===== config.mk =====
export PLATFORM = sky130hd
export DESIGN_NAME = ifetch_prefetch_q_flat
export DESIGN_NICKNAME = d
export VERILOG_FILES = /design/src/rtl/ifetch_prefetch_q_if.sv /design/src/rtl/ifetch_prefetch_q.sv /design/src/flat_wrapper.sv
export SDC_FILE = /design/constraint.sdc
export NUM_CORES = 1
export LEC_CHECK = 0
export ABC_AREA = 1
export CORE_ASPECT_RATIO = 0.75
export CORE_UTILIZATION = 45
export CTS_CLUSTER_DIAMETER = 50
export DETAILED_ROUTE_END_ITERATION = 7
export GPL_TIMING_DRIVEN = 0
export PLACE_DENSITY = 0.76
export SYNTH_ARGS = -nofsm -noshare
export SYNTH_HDL_FRONTEND = slang
export SYNTH_SLANG_ARGS = --single-unit

===== constraint.sdc =====
create_clock -name clk -period 4.15 [get_ports clk]
set_input_delay 0.415 -clock clk [delete_from_list [all_inputs] [get_ports clk]]
set_output_delay 0.415 -clock clk [all_outputs]
set_load 0.02 [all_outputs]

===== src/rtl/ifetch_prefetch_q_if.sv =====
// ifetch_prefetch_q_if -- fetch-unit bus bundle.
//   redirect_valid/redirect_pc : absolute redirect from execute
//   imem_en/imem_addr/imem_rdata : synchronous ROM port, 1-cycle read latency
//   inst_valid/inst/inst_pc/inst_ready : prefetch queue head to decode
// slave  = the fetch unit, master = its environment (execute, ROM, decode).
interface ifetch_prefetch_q_if #(
  parameter int ADDR_W = 32
);
  logic              redirect_valid;
  logic [ADDR_W-1:0] redirect_pc;
  logic              imem_en;
  logic [ADDR_W-3:0] imem_addr;
  logic [31:0]       imem_rdata;
  logic              inst_valid;
  logic [31:0]       inst;
  logic [ADDR_W-1:0] inst_pc;
  logic              inst_ready;

  modport slave (
    input  redirect_valid, redirect_pc, imem_rdata, inst_ready,
    output imem_en, imem_addr, inst_valid, inst, inst_pc
  );

  modport master (
    output redirect_valid, redirect_pc, imem_rdata, inst_ready,
    input  imem_en, imem_addr, inst_valid, inst, inst_pc
  );
endinterface


===== src/rtl/ifetch_prefetch_q.sv =====
// ifetch_prefetch_q -- instruction fetch with prefetch queue.
// Issues word reads to a 1-cycle-latency ROM, buffers {inst, pc} pairs in a
// QDEPTH-entry queue and hands the head to decode with valid/ready.
// A redirect flushes the queue and drops any in-flight read.
// Ports:
//   clk  : clock, posedge
//   rst  : synchronous reset, active low
//   bus  : ifetch_prefetch_q_if.slave (redirect, ROM port, decode handshake)
//   perf_fetch_cnt/perf_flush_cnt/perf_stall_cnt : only with IFETCH_PERF_EN
// Optional macro: IFETCH_PERF_EN adds the performance counters.
module ifetch_prefetch_q #(
  parameter int              ADDR_W   = 32,
  parameter logic [ADDR_W-1:0] RESET_PC = '0,
  parameter int              QDEPTH   = 4
) (
  input  logic                 clk,
  input  logic                 rst,
  ifetch_prefetch_q_if.slave   bus
`ifdef IFETCH_PERF_EN
  ,
  output logic [31:0]          perf_fetch_cnt,
  output logic [31:0]          perf_flush_cnt,
  output logic [31:0]          perf_stall_cnt
`endif
);
  localparam int PW = $clog2(QDEPTH);
  localparam int CW = PW + 1;
  localparam logic [ADDR_W-1:0] RST_PC = {RESET_PC[ADDR_W-1:2], 2'b00};

  logic [ADDR_W-1:0] fetch_pc_q, fetch_pc_d;
  logic [ADDR_W-1:0] infl_pc_q, infl_pc_d;
  logic              infl_q, infl_d;
  logic [PW-1:0]     rd_ptr_q, rd_ptr_d, wr_ptr_q, wr_ptr_d;
  logic [CW-1:0]     count_q, count_d;
  logic [31:0]       mem_inst_q [QDEPTH];
  logic [ADDR_W-1:0] mem_pc_q   [QDEPTH];

  logic [CW-1:0] used;
  logic          issue, push, pop, vld;

  // Credits: queued entries plus the read still in flight. Never issuing past
  // QDEPTH is what lets a return be pushed unconditionally.
  assign used  = count_q + {{(CW-1){1'b0}}, infl_q};
  assign issue = rst & ~bus.redirect_valid & (used < CW'(QDEPTH));
  assign push  = rst & infl_q & ~bus.redirect_valid;
  assign vld   = rst & (count_q != '0);
  assign pop   = vld & bus.inst_ready;

  assign bus.imem_en    = issue;
  assign bus.imem_addr  = fetch_pc_q[ADDR_W-1:2];
  assign bus.inst_valid = vld;
  assign bus.inst       = mem_inst_q[rd_ptr_q];
  assign bus.inst_pc    = mem_pc_q[rd_ptr_q];

  always_comb begin
    fetch_pc_d = fetch_pc_q;
    infl_pc_d  = infl_pc_q;
    infl_d     = infl_q;
    rd_ptr_d   = rd_ptr_q;
    wr_ptr_d   = wr_ptr_q;
    count_d    = count_q;
    if (!rst) begin
      fetch_pc_d = RST_PC;
      infl_d     = 1'b0;
      rd_ptr_d   = '0;
      wr_ptr_d   = '0;
      count_d    = '0;
    end else if (bus.redirect_valid) begin
      // Redirect wins over push/pop; whatever was at the head is gone anyway.
      fetch_pc_d = {bus.redirect_pc[ADDR_W-1:2], 2'b00};
      infl_d     = 1'b0;
      rd_ptr_d   = '0;
      wr_ptr_d   = '0;
      count_d    = '0;
    end else begin
      if (pop)  rd_ptr_d = rd_ptr_q + PW'(1);
      if (push) wr_ptr_d = wr_ptr_q + PW'(1);
      case ({push, pop})
        2'b10:   count_d = count_q + CW'(1);
        2'b01:   count_d = count_q - CW'(1);
        default: count_d = count_q;
      endcase
      infl_d = issue;
      if (issue) begin
        infl_pc_d  = fetch_pc_q;
        fetch_pc_d = fetch_pc_q + ADDR_W'(4);
      end
    end
  end

  always_ff @(posedge clk) begin
    fetch_pc_q <= fetch_pc_d;
    infl_pc_q  <= infl_pc_d;
    infl_q     <= infl_d;
    rd_ptr_q   <= rd_ptr_d;
    wr_ptr_q   <= wr_ptr_d;
    count_q    <= count_d;
  end

  // Storage is not reset: count gates every read of it.
  always_ff @(posedge clk) begin
    if (push) begin
      mem_inst_q[wr_ptr_q] <= bus.imem_rdata;
      mem_pc_q[wr_ptr_q]   <= infl_pc_q;
    end
  end

`ifdef IFETCH_PERF_EN
  always_ff @(posedge clk) begin
    if (!rst) begin
      perf_fetch_cnt <= '0;
      perf_flush_cnt <= '0;
      perf_stall_cnt <= '0;
    end else begin
      if (issue) perf_fetch_cnt <= perf_fetch_cnt + 32'd1;
      if (bus.redirect_valid && ((count_q != '0) || infl_q))
        perf_flush_cnt <= perf_flush_cnt + 32'd1;
      if (!vld) perf_stall_cnt <= perf_stall_cnt + 32'd1;
    end
  end
`endif
endmodule


===== src/flat_wrapper.sv =====
// flat-port wrapper written by rule: the top's interface ports become plain ports
module ifetch_prefetch_q_flat 
#(
  parameter int              ADDR_W   = 32,
  parameter logic [ADDR_W-1:0] RESET_PC = '0,
  parameter int              QDEPTH   = 4
)
  (clk, rst, bus_redirect_valid, bus_redirect_pc, bus_imem_rdata, bus_inst_ready, bus_imem_en, bus_imem_addr, bus_inst_valid, bus_inst, bus_inst_pc);
  ifetch_prefetch_q_if #(.ADDR_W(ADDR_W)) bus_i ();
  input  logic clk;
  input  logic rst;
  input wire logic [$bits(bus_i.redirect_valid)-1:0] bus_redirect_valid;
  input wire logic [$bits(bus_i.redirect_pc)-1:0] bus_redirect_pc;
  input wire logic [$bits(bus_i.imem_rdata)-1:0] bus_imem_rdata;
  input wire logic [$bits(bus_i.inst_ready)-1:0] bus_inst_ready;
  output wire logic [$bits(bus_i.imem_en)-1:0] bus_imem_en;
  output wire logic [$bits(bus_i.imem_addr)-1:0] bus_imem_addr;
  output wire logic [$bits(bus_i.inst_valid)-1:0] bus_inst_valid;
  output wire logic [$bits(bus_i.inst)-1:0] bus_inst;
  output wire logic [$bits(bus_i.inst_pc)-1:0] bus_inst_pc;
  assign bus_i.redirect_valid = bus_redirect_valid;
  assign bus_i.redirect_pc = bus_redirect_pc;
  assign bus_i.imem_rdata = bus_imem_rdata;
  assign bus_i.inst_ready = bus_inst_ready;
  assign bus_imem_en = bus_i.imem_en;
  assign bus_imem_addr = bus_i.imem_addr;
  assign bus_inst_valid = bus_i.inst_valid;
  assign bus_inst = bus_i.inst;
  assign bus_inst_pc = bus_i.inst_pc;
  ifetch_prefetch_q #(.ADDR_W(ADDR_W), .RESET_PC(RESET_PC), .QDEPTH(QDEPTH)) u_core (.clk(clk), .rst(rst), .bus(bus_i));
endmodule

==> impl_metrics.tcl, run 1 <==
set metrics [dict create \
    ios 164 \
    max_stage_delay_ns 0.67 \
    cts_tree "built" \
    grt_usage_pct 20.3 \
    synth_top_area_share_pct 65.8 \
    status "complete, no violations" \
    antenna_found_initial 1 \
    rows 52 \
    final_common_cell "edfxtp_1" \
    start_util_pct 46.5 \
    final-setup-viol-count 0 \
    most-common-layout-cells "edfxtp_1, nor2_1, clkdlybuf4s50_1" \
    drt_wl_total_mm 29.6 \
    drt_iter0_drc 842 \
    cts_buffer_depth 3 \
    cts_buffers 31 \
    slowest_stage "clkdlybuf4s50_1" \
    clock_sinks 318 \
    h-tree-depth 1 \
    worst_ep_required_time_ns 3.73 \
    hold_path.class "primary input to flop" \
    cts_root_buffer "clkbuf_16" \
    fin_ws_ns 0.629 \
    ys_warn_count 0 \
    maxCapViolations 0 \
    worstPathCellList "buf_2 -> clkbuf_1 -> clkbuf_1 -> nor2_1 -> o22ai_1 -> clkdlybuf4s50_1" \
    wl_per_cell_um 17.8 \
    cp_max_fo 10 \
    worstRegToRegCells 4 \
    synth.distinct_cells 34 \
    hold_viol_final 0 \
    maxSlewHeadroom_pct 53.7 \
    design_power_total_mw 6.64 \
    core_area_mm2 0.0273 \
    synth_area_mm2 0.0127 \
    num_vias 8778 \
    die_w_um 196 \
    nets 1361 \
    fin_util_pct 58.3 \
    yosys_register_bits 318 \
    cts_resized 0 \
    ant_nets 0 \
    r2r_setup_slack_ns 1.96 \
    grt.overflow.total 0 \
    crit_type "flop to primary output" \
    maxSlewViolCount 0 \
    crit_arrival_ns 3.11 \
    startpoint_type "flop" \
    clk_pin_slew_worst_paths_ns 0.07 \
    grt_pass1_vias 8402 \
    portBuffers 158 \
    crit_path_frequent_cell "clkbuf_1" \
    syn_avg_cell_area_um2 11.7 \
    rsz0062_at_grt "false" \
    synth_cells 1086 \
    finalNonFillerCells 1663 \
    dieHeight_um 147 \
    ir_drop_v 0.000444 \
    yosysSeqAreaShare_pct 72.1 \
    grt_first_pass_wirelength_mm 45.4 \
    fin_crit_ns 3.52 \
    hold-path-cell-count 4 \
    placed_cells 1604 \
    total_leakage_power_nw 5.44 \
    ys_top_cells_by_area "edfxtp_1, dfxtp_1, nor2_1" \
    tightest_slew_ns 0.692 \
    via_per_inst 5.28 \
    fin_skew_ns 0.0209 \
    drt_pass1_iterations 5 \
    place.gp.congestion 0.933 \
    dp_slack_ns 0.964 \
    drive_gt1_share_pct 6.86 \
    syn_to_final_growth_pct 25.6 \
    cts-hold-fix-buffers 0 \
    clk_latency_ns 0.57 \
    dp_hpwl_mm 19.5 \
    min_period_over_period_pct 84.9 \
    timing.fmax_mhz 284 \
    synth_top_area_cell "edfxtp_1" \
    drc_errors 0 \
    postCtsSetupRepairBufs 0 \
    grt_max_degree 41 \
    power.density_mw_per_mm2 417 \
    worstSetupEndpointType "primary output" \
    die_area_mm2 0.0289 \
    holdWs_ns 0.301 \
]
routing by layer:
metal  track usage (%)  vias up  share of wire (%)
met3              3.63       53                8.8
met4              5.63        0                2.4
li1                  -     4239                  -
met5                 0        -                  0
met1              29.4     4084                 44
met2              31.8      402                 44
sequential cells by signal (all words and copies together) (netlist names), named ones only:
signal,cells
u_core.mem_pc_q,120
u_core.fetch_pc_q,30
u_core.count_q,3
u_core.mem_inst_q,128
u_core.rd_ptr_q,2
u_core.infl_q,1
u_core.wr_ptr_q,2
u_core.infl_pc_q,30
cell type report:
type	count	area, µm²
inverters	66	248
diodes	1	2.50
clock inverters	18	171
repair buffers	166	1750
fillers	2159	11400
flip-flops and latches	318	9150
multi-input cells	650	3100
plain buffers	53	233
clock buffers	40	850
well taps	351	439
worst paths after layout:
path                              endpoint               start
hold reg to reg         u_core.rd_ptr_q[0]  u_core.rd_ptr_q[0]
setup reg to reg  u_core.mem_inst_q[3][30]       u_core.infl_q
setup / recovery              bus_inst[18]                flop
hold / removal           u_core.count_q[2]  bus_redirect_valid
worst max-delay path, delay by kind of cell (launching register included):
family                 cells  cell delay, ns
AOI/OAI and AO/OA          1            0.28
DFF                        1            0.30
and+or+nand+nor            1            0.10
buffers and inverters      4            1.85
logic make-up (layout without fill, tap and decap cells):
family / Yosys count / count (layout) / synth area share, %
multiplexers: 1 / 1 / 0.0789
AND/OR/NAND/NOR: 399 / 399 / 12.9
AO/OA/AOI/OAI: 234 / 234 / 9.94
other: 1 / 3 / 0.0295
buffers and inverters: 119 / 343 / 3.78
XOR/XNOR: 7 / 7 / 0.483
adder cells (fa/ha/maj): 7 / 7 / 0.749
flip-flops: 318 / 318 / 72.1
per-stage QoR:
step | instance area, µm² | TNS (ns)
final | 15900 | 0
after global routing | 15900 | 0
after CTS | 15900 | 0
after detailed placement | 14900 | 0
after global placement | 14700 | -572.62
after floorplan | 12700 | 0
report_power, final:
part	leakage (nW)	switching [mW]	internal, mW	total [mW]
sequential	2.85	0.0629	3.53	3.59
clock	0.491	1.20	1.53	2.74
combinational	2.10	0.166	0.149	0.315
synth_stat cells (all sizes together):
cell type,instances
ha,6
mux2i,1
a31oi,5
nand3,54
o22ai,62
and2,3
clkinv,1
conb,1
nor2,187
or2,1
nor3,1
o21ai,136
nand2,152
dfxtp,40
clkbuf,39
xnor2,4
edfxtp,278
o21bai,3
a21oi,28
fa,1
buf,14
xor2,3
nand4,1
inv,65
Note: power is estimated with default switching activity, not from simulation.
==> inputs of run 2 (changes only) <==
Settings changed: PLACE_DENSITY 0.76 to 0.73.
Clock period 4.15 ns to 3.5 ns, I/O delays scaled along.
==> run 2 against run 1 <==
  * Design area grew 0.75%
  * Global-route usage rose by 0.22 points
  * Critical endpoint is now bus_inst[5]
  * Largest cell class unchanged
  * Clock skew shrank 0.0097 ns
  * Core utilization grew 0.43 points
  * Die area unchanged
  * Combinational power up 18%
==> impl_metrics.tcl, run 2 (synthesis results as in run 1) <==
set metrics [dict create \
    status "complete, no violations" \
    h-tree-depth 2 \
    rsz0062_at_grt "false" \
    grt_usage_pct 20.5 \
    grt_first_pass_wirelength_mm 45.6 \
    crit_arrival_ns 3.02 \
    top_regs "u_core.mem_inst_q: 128 flops, u_core.mem_pc_q: 120 flops" \
    min_period_over_period_pct 96.3 \
    fin_skew_ns 0.0112 \
    maxSlewHeadroom_pct 59.1 \
    maxSlewViolCount 0 \
    tightest_slew_ns 0.613 \
    fin_util_pct 58.8 \
    antenna_found_initial 1 \
    startpoint_type "flop" \
    wl_per_cell_um 17.9 \
    dp_slack_ns 0.471 \
    die_area_mm2 0.0289 \
    ant_nets 0 \
    rows 52 \
    antenna_cells 0 \
    clk_latency_ns 0.50 \
    fillCellCount 2190 \
    drive_gt1_share_pct 6.93 \
    cts_buffer_depth 3 \
    num_vias 8747 \
    place.gp.congestion 0.908 \
    max_stage_delay_ns 0.66 \
    timing.fmax_mhz 297 \
    drc_errors 0 \
    clk_pin_slew_worst_paths_ns 0.06 \
    fin_crit_ns 3.37 \
    drt_iter0_drc 753 \
    power.density_mw_per_mm2 511 \
    grt.overflow.total 0 \
    syn_to_final_growth_pct 26.5 \
    clock_sinks 318 \
    hold_viol_final 0 \
    slowest_stage "clkdlybuf4s50_1" \
    cts-hold-fix-buffers 0 \
    worstSetupEndpointType "primary output" \
    maxCapViolations 0 \
    cp_max_fo 10 \
    drt_wl_total_mm 29.7 \
    worst_ep_required_time_ns 3.15 \
    cts_tree "built" \
    hold_path.class "primary input to flop" \
    crit_path_frequent_cell "clkbuf_1" \
    fin_area_mm2 0.0161 \
    most-common-layout-cells "edfxtp_1, nor2_1, clkdlybuf4s50_1" \
    portBuffers 158 \
    worstPathCellList "clkbuf_1 -> inv_1 -> clkbuf_1 -> o21ai_0 -> o22ai_1 -> clkdlybuf4s50_1" \
    regArea_mm2 0.00915 \
    cts_buffers 34 \
    grt_pass1_vias 8414 \
    start_util_pct 46.5 \
    total_leakage_power_nw 5.52 \
    dieHeight_um 147 \
    core_area_mm2 0.0273 \
    nets 1364 \
    largest-register "u_core.mem_inst_q" \
    crit_type "flop to primary output" \
    final_common_cell "edfxtp_1" \
    via_per_inst 5.25 \
    multi_input_area_mm2 0.00310 \
    die_w_um 196 \
    dp_hpwl_mm 19.3 \
    cts_root_buffer "clkbuf_16" \
    drt_pass1_iterations 6 \
    largest_reg_flops 128 \
    fin_ws_ns 0.129 \
    placed_area_mm2 0.0149 \
    grt_max_degree 41 \
    ir_drop_v 0.000294 \
    ios 164 \
    final-setup-viol-count 0 \
]
==> run 2: where the power goes <==
group / total, mW / switching (mW) / internal (mW) / leakage [nW]
registers: 4.26 / 0.0761 / 4.18 / 2.85
clock network: 3.57 / 1.40 / 2.18 / 0.555
logic: 0.373 / 0.197 / 0.176 / 2.11
total: 8.21 / 1.67 / 6.54 / 5.52
==> run 2: final cells by class <==
type,instances,area share [%]
multi-input cells,650,19.3
repair buffers,166,10.9
plain buffers,53,1.47
clock buffers,45,6.01
flip-flops and latches,318,57.0
inverters,66,1.54
well taps,351,2.73
clock inverters,16,1.08
==> run 2: through the flow <==
stage / TNS, ns / power [mW] / std cells / hold slack [ns]
6_report: 0 / 8.21 / 1665 / 0.304
5_1_grt: 0 / 8.46 / 1665 / 0.307
4_1_cts: 0 / 8.28 / 1665 / 0.283
3_5_place_dp: 0 / 4.71 / 1604 / 0.478
3_3_place_gp: -731.44 / 4.70 / 1596 / 0.454
2_1_floorplan: -106.36 / 4.48 / 1087 / 0.436
==> run 2: critical path, delay by kind of cell (launching register included) <==
family / cells / cell delay, ns
AO/OA/AOI/OAI: 2 / 0.40
buffers and inverters: 4 / 1.82
flip-flops: 1 / 0.30
==> run 2: path summary, 6_finish.rpt <==
path	startpoint	endpoint	slack, ns	cells after the start
max	flop	bus_inst[5]	0.13	6
min	bus_redirect_valid	u_core.count_q[1]	0.30	4
max reg2reg	u_core.count_q[0]	u_core.count_q[2]	1.23	11
min reg2reg	u_core.rd_ptr_q[1]	u_core.rd_ptr_q[1]	0.49	2
==> run 2: metal layers <==
| layer | vias to the layer above | part of all wire [%] | wire [µm] | global-route usage (%) |
|---|---|---|---|---|
| met5 | - | 0 | 0 | 0 |
| met2 | 385 | 44 | 13200 | 31.8 |
| li1 | 4240 | - | - | - |
| met1 | 4053 | 44 | 13200 | 29.6 |
| met4 | 0 | 2.6 | 771 | 6.37 |
| met3 | 69 | 8.7 | 2580 | 3.79 |
==> run 2: timing repair <==
action                     CTS  global route
gates resized for setup      0             7
buffers inserted             0             0
setup endpoints to repair    0            11
==> inputs of run 3 (changes only) <==
Settings changed: CORE_UTILIZATION 45 to 55, PLACE_DENSITY 0.73 to 0.85, SKIP_LAST_GASP set to 1.
==> run 3 against run 2 <==
  * Cell count is 3.8% lower
  * Sequential share of layout area is 0.59 points higher
  * First-iteration DRC count is 31% higher
  * Routed wire length is 2.0% higher
  * Clock skew is 0.0094 ns higher
  * Critical endpoint is now bus_inst_pc[22]
  * Largest cell class unchanged
==> impl_metrics.tcl, run 3 (synthesis results as in run 1) <==
set metrics [dict create \
    status "complete, no violations" \
    placed_area_mm2 0.0149 \
    seqPwrFrac_pct 53.1 \
    fin_area_mm2 0.0159 \
    nets 1359 \
    timing.fmax_mhz 292 \
    cp_max_fo 10 \
    top_regs "u_core.mem_inst_q: 128 flops, u_core.mem_pc_q: 120 flops" \
    rsz0062_at_grt "true" \
    crit_arrival_ns 3.07 \
    cts_tree "built" \
    drc_errors 0 \
    power_frac_clock_pct 42.2 \
    grt_first_pass_wirelength_mm 46.5 \
    crit_type "flop to primary output" \
    drt_pass1_iterations 6 \
    cts_buffer_depth 3 \
    antenna_found_initial 1 \
    cts_root_buffer "clkbuf_16" \
    hold_viol_final 0 \
    via_per_inst 5.68 \
    maxSlewHeadroom_pct 39.1 \
    maxSlewViolCount 0 \
    startpoint_type "flop" \
    grt_usage_pct 25.6 \
    fin_crit_ns 3.42 \
    h-tree-depth 1 \
    finalNonFillerCells 1602 \
    cts-hold-fix-buffers 0 \
    syn_to_final_growth_pct 25.2 \
    cts_buffers 29 \
    power.density_mw_per_mm2 505 \
    die_w_um 177 \
    most-common-layout-cells "edfxtp_1, nor2_1, clkdlybuf4s50_1" \
    fin_ws_ns 0.0756 \
    combPwrFrac_pct 4.7 \
    largest-register "u_core.mem_inst_q" \
    tightest_slew_ns 0.912 \
    p_switching_mw 1.65 \
    p_sw_share_pct 20.6 \
    worstSetupEndpointType "primary output" \
    core_area_mm2 0.0223 \
    p_int_mw 6.37 \
    clk_latency_ns 0.55 \
    ir_drop_v 0.000443 \
    clk_pin_slew_worst_paths_ns 0.07 \
    final-setup-viol-count 0 \
    postCtsSetupRepairBufs 0 \
    grt_pass1_vias 8681 \
    grt.overflow.total 0 \
    placed_cells 1547 \
    maxCapViolations 0 \
    grt_max_degree 41 \
    place.gp.congestion 0.902 \
    drt_iter0_drc 985 \
    dp_slack_ns 0.443 \
    worst_ep_required_time_ns 3.15 \
    hold_path.class "primary input to flop" \
    largest_reg_flops 128 \
    ios 164 \
    portBuffers 158 \
    drt_wl_total_mm 30.3 \
    rows 47 \
    dieHeight_um 134 \
    fin_skew_ns 0.0206 \
    dp_hpwl_mm 19.2 \
    setup-tns-final_ns 0 \
    ant_nets 0 \
    drive_gt1_share_pct 6.81 \
    start_util_pct 56.8 \
    num_vias 9104 \
    final_common_cell "edfxtp_1" \
    clock_sinks 318 \
    die_area_mm2 0.0237 \
    wl_per_cell_um 18.9 \
    total_leakage_power_nw 5.46 \
    min_period_over_period_pct 97.8 \
]
## run 3: changes by cell type in the layout (fill, tap and decap cells not counted), moves of 3 or more
cell / before / now
bufinv_16: 3 / 6
clkbuf_1: 42 / 38
clkinv_4: 5 / 1
clkbuf_16: 37 / 29
clkinvlp_4: 1 / 4
## run 3: cell type report
| cell class | instances | area, µm² |
|---|---|---|
| inverter | 66 | 248 |
| timing repair buffer | 166 | 1760 |
| tap | 294 | 368 |
| multi-input combinational | 650 | 3100 |
| clock buffer | 33 | 761 |
| fill | 1484 | 6450 |
| antenna | 1 | 2.50 |
| clock inverter | 21 | 275 |
| buffer | 53 | 236 |
| sequential | 318 | 9150 |
## run 3: layer usage
layer | track usage (%) | vias to the layer above | share of wire [%]
met3 | 5.05 | 47 | 10
li1 | - | 4234 | -
met4 | 6.65 | 0 | 2.0
met5 | 0 | - | 0
met1 | 36.1 | 4313 | 41
met2 | 41.0 | 510 | 47
## run 3: worst paths after layout
| path | slack (ns) | cells past startpoint | end | start |
|---|---|---|---|---|
| worst max-delay path | 0.08 | 6 | bus_inst_pc[22] | flop |
| worst min register to register | 0.50 | 0 | u_core.mem_pc_q[2][17] | u_core.infl_pc_q[17] |
| worst max register to register | 1.14 | 11 | u_core.count_q[2] | u_core.count_q[0] |
| worst min-delay path | 0.28 | 4 | u_core.wr_ptr_q[0] | bus_redirect_valid |
## run 3: repair_timing
| action | CTS | global route |
|---|---|---|
| pin swaps | 0 | 0 |
| endpoints found under the setup margin | 1 | 8 |
| resized for setup | 1 | 4 |
| hold endpoints to repair | 0 | 0 |
## run 3: power by group through the flow
stage	combinational, mW	clock (mW)	sequential (mW)
3_5_place_dp	0.373	0	4.33
5_1_grt	0.408	3.57	4.26
3_3_place_gp	0.358	0	4.33
2_1_floorplan	0.145	0	4.33
6_report	0.378	3.39	4.26
4_1_cts	0.377	3.41	4.25
## run 3: stage by stage
step | total power [mW] | hold WS, ns | util, %
CTS | 8.04 | 0.263 | 71.1
global placement | 4.69 | 0.453 | 65.5
detailed placement | 4.71 | 0.482 | 66.5
global route | 8.23 | 0.290 | 71.1
floorplan | 4.48 | 0.436 | -
finish | 8.02 | 0.285 | 71.1
## run 3: critical path, cell delays in order (launching register included)
cell and delay, ns:
dfxtp_1 0.32, buf_2 0.21, clkbuf_1 0.46, clkbuf_1 0.47
nor2_1 0.12, o22ai_1 0.27, clkdlybuf4s50_1 0.67
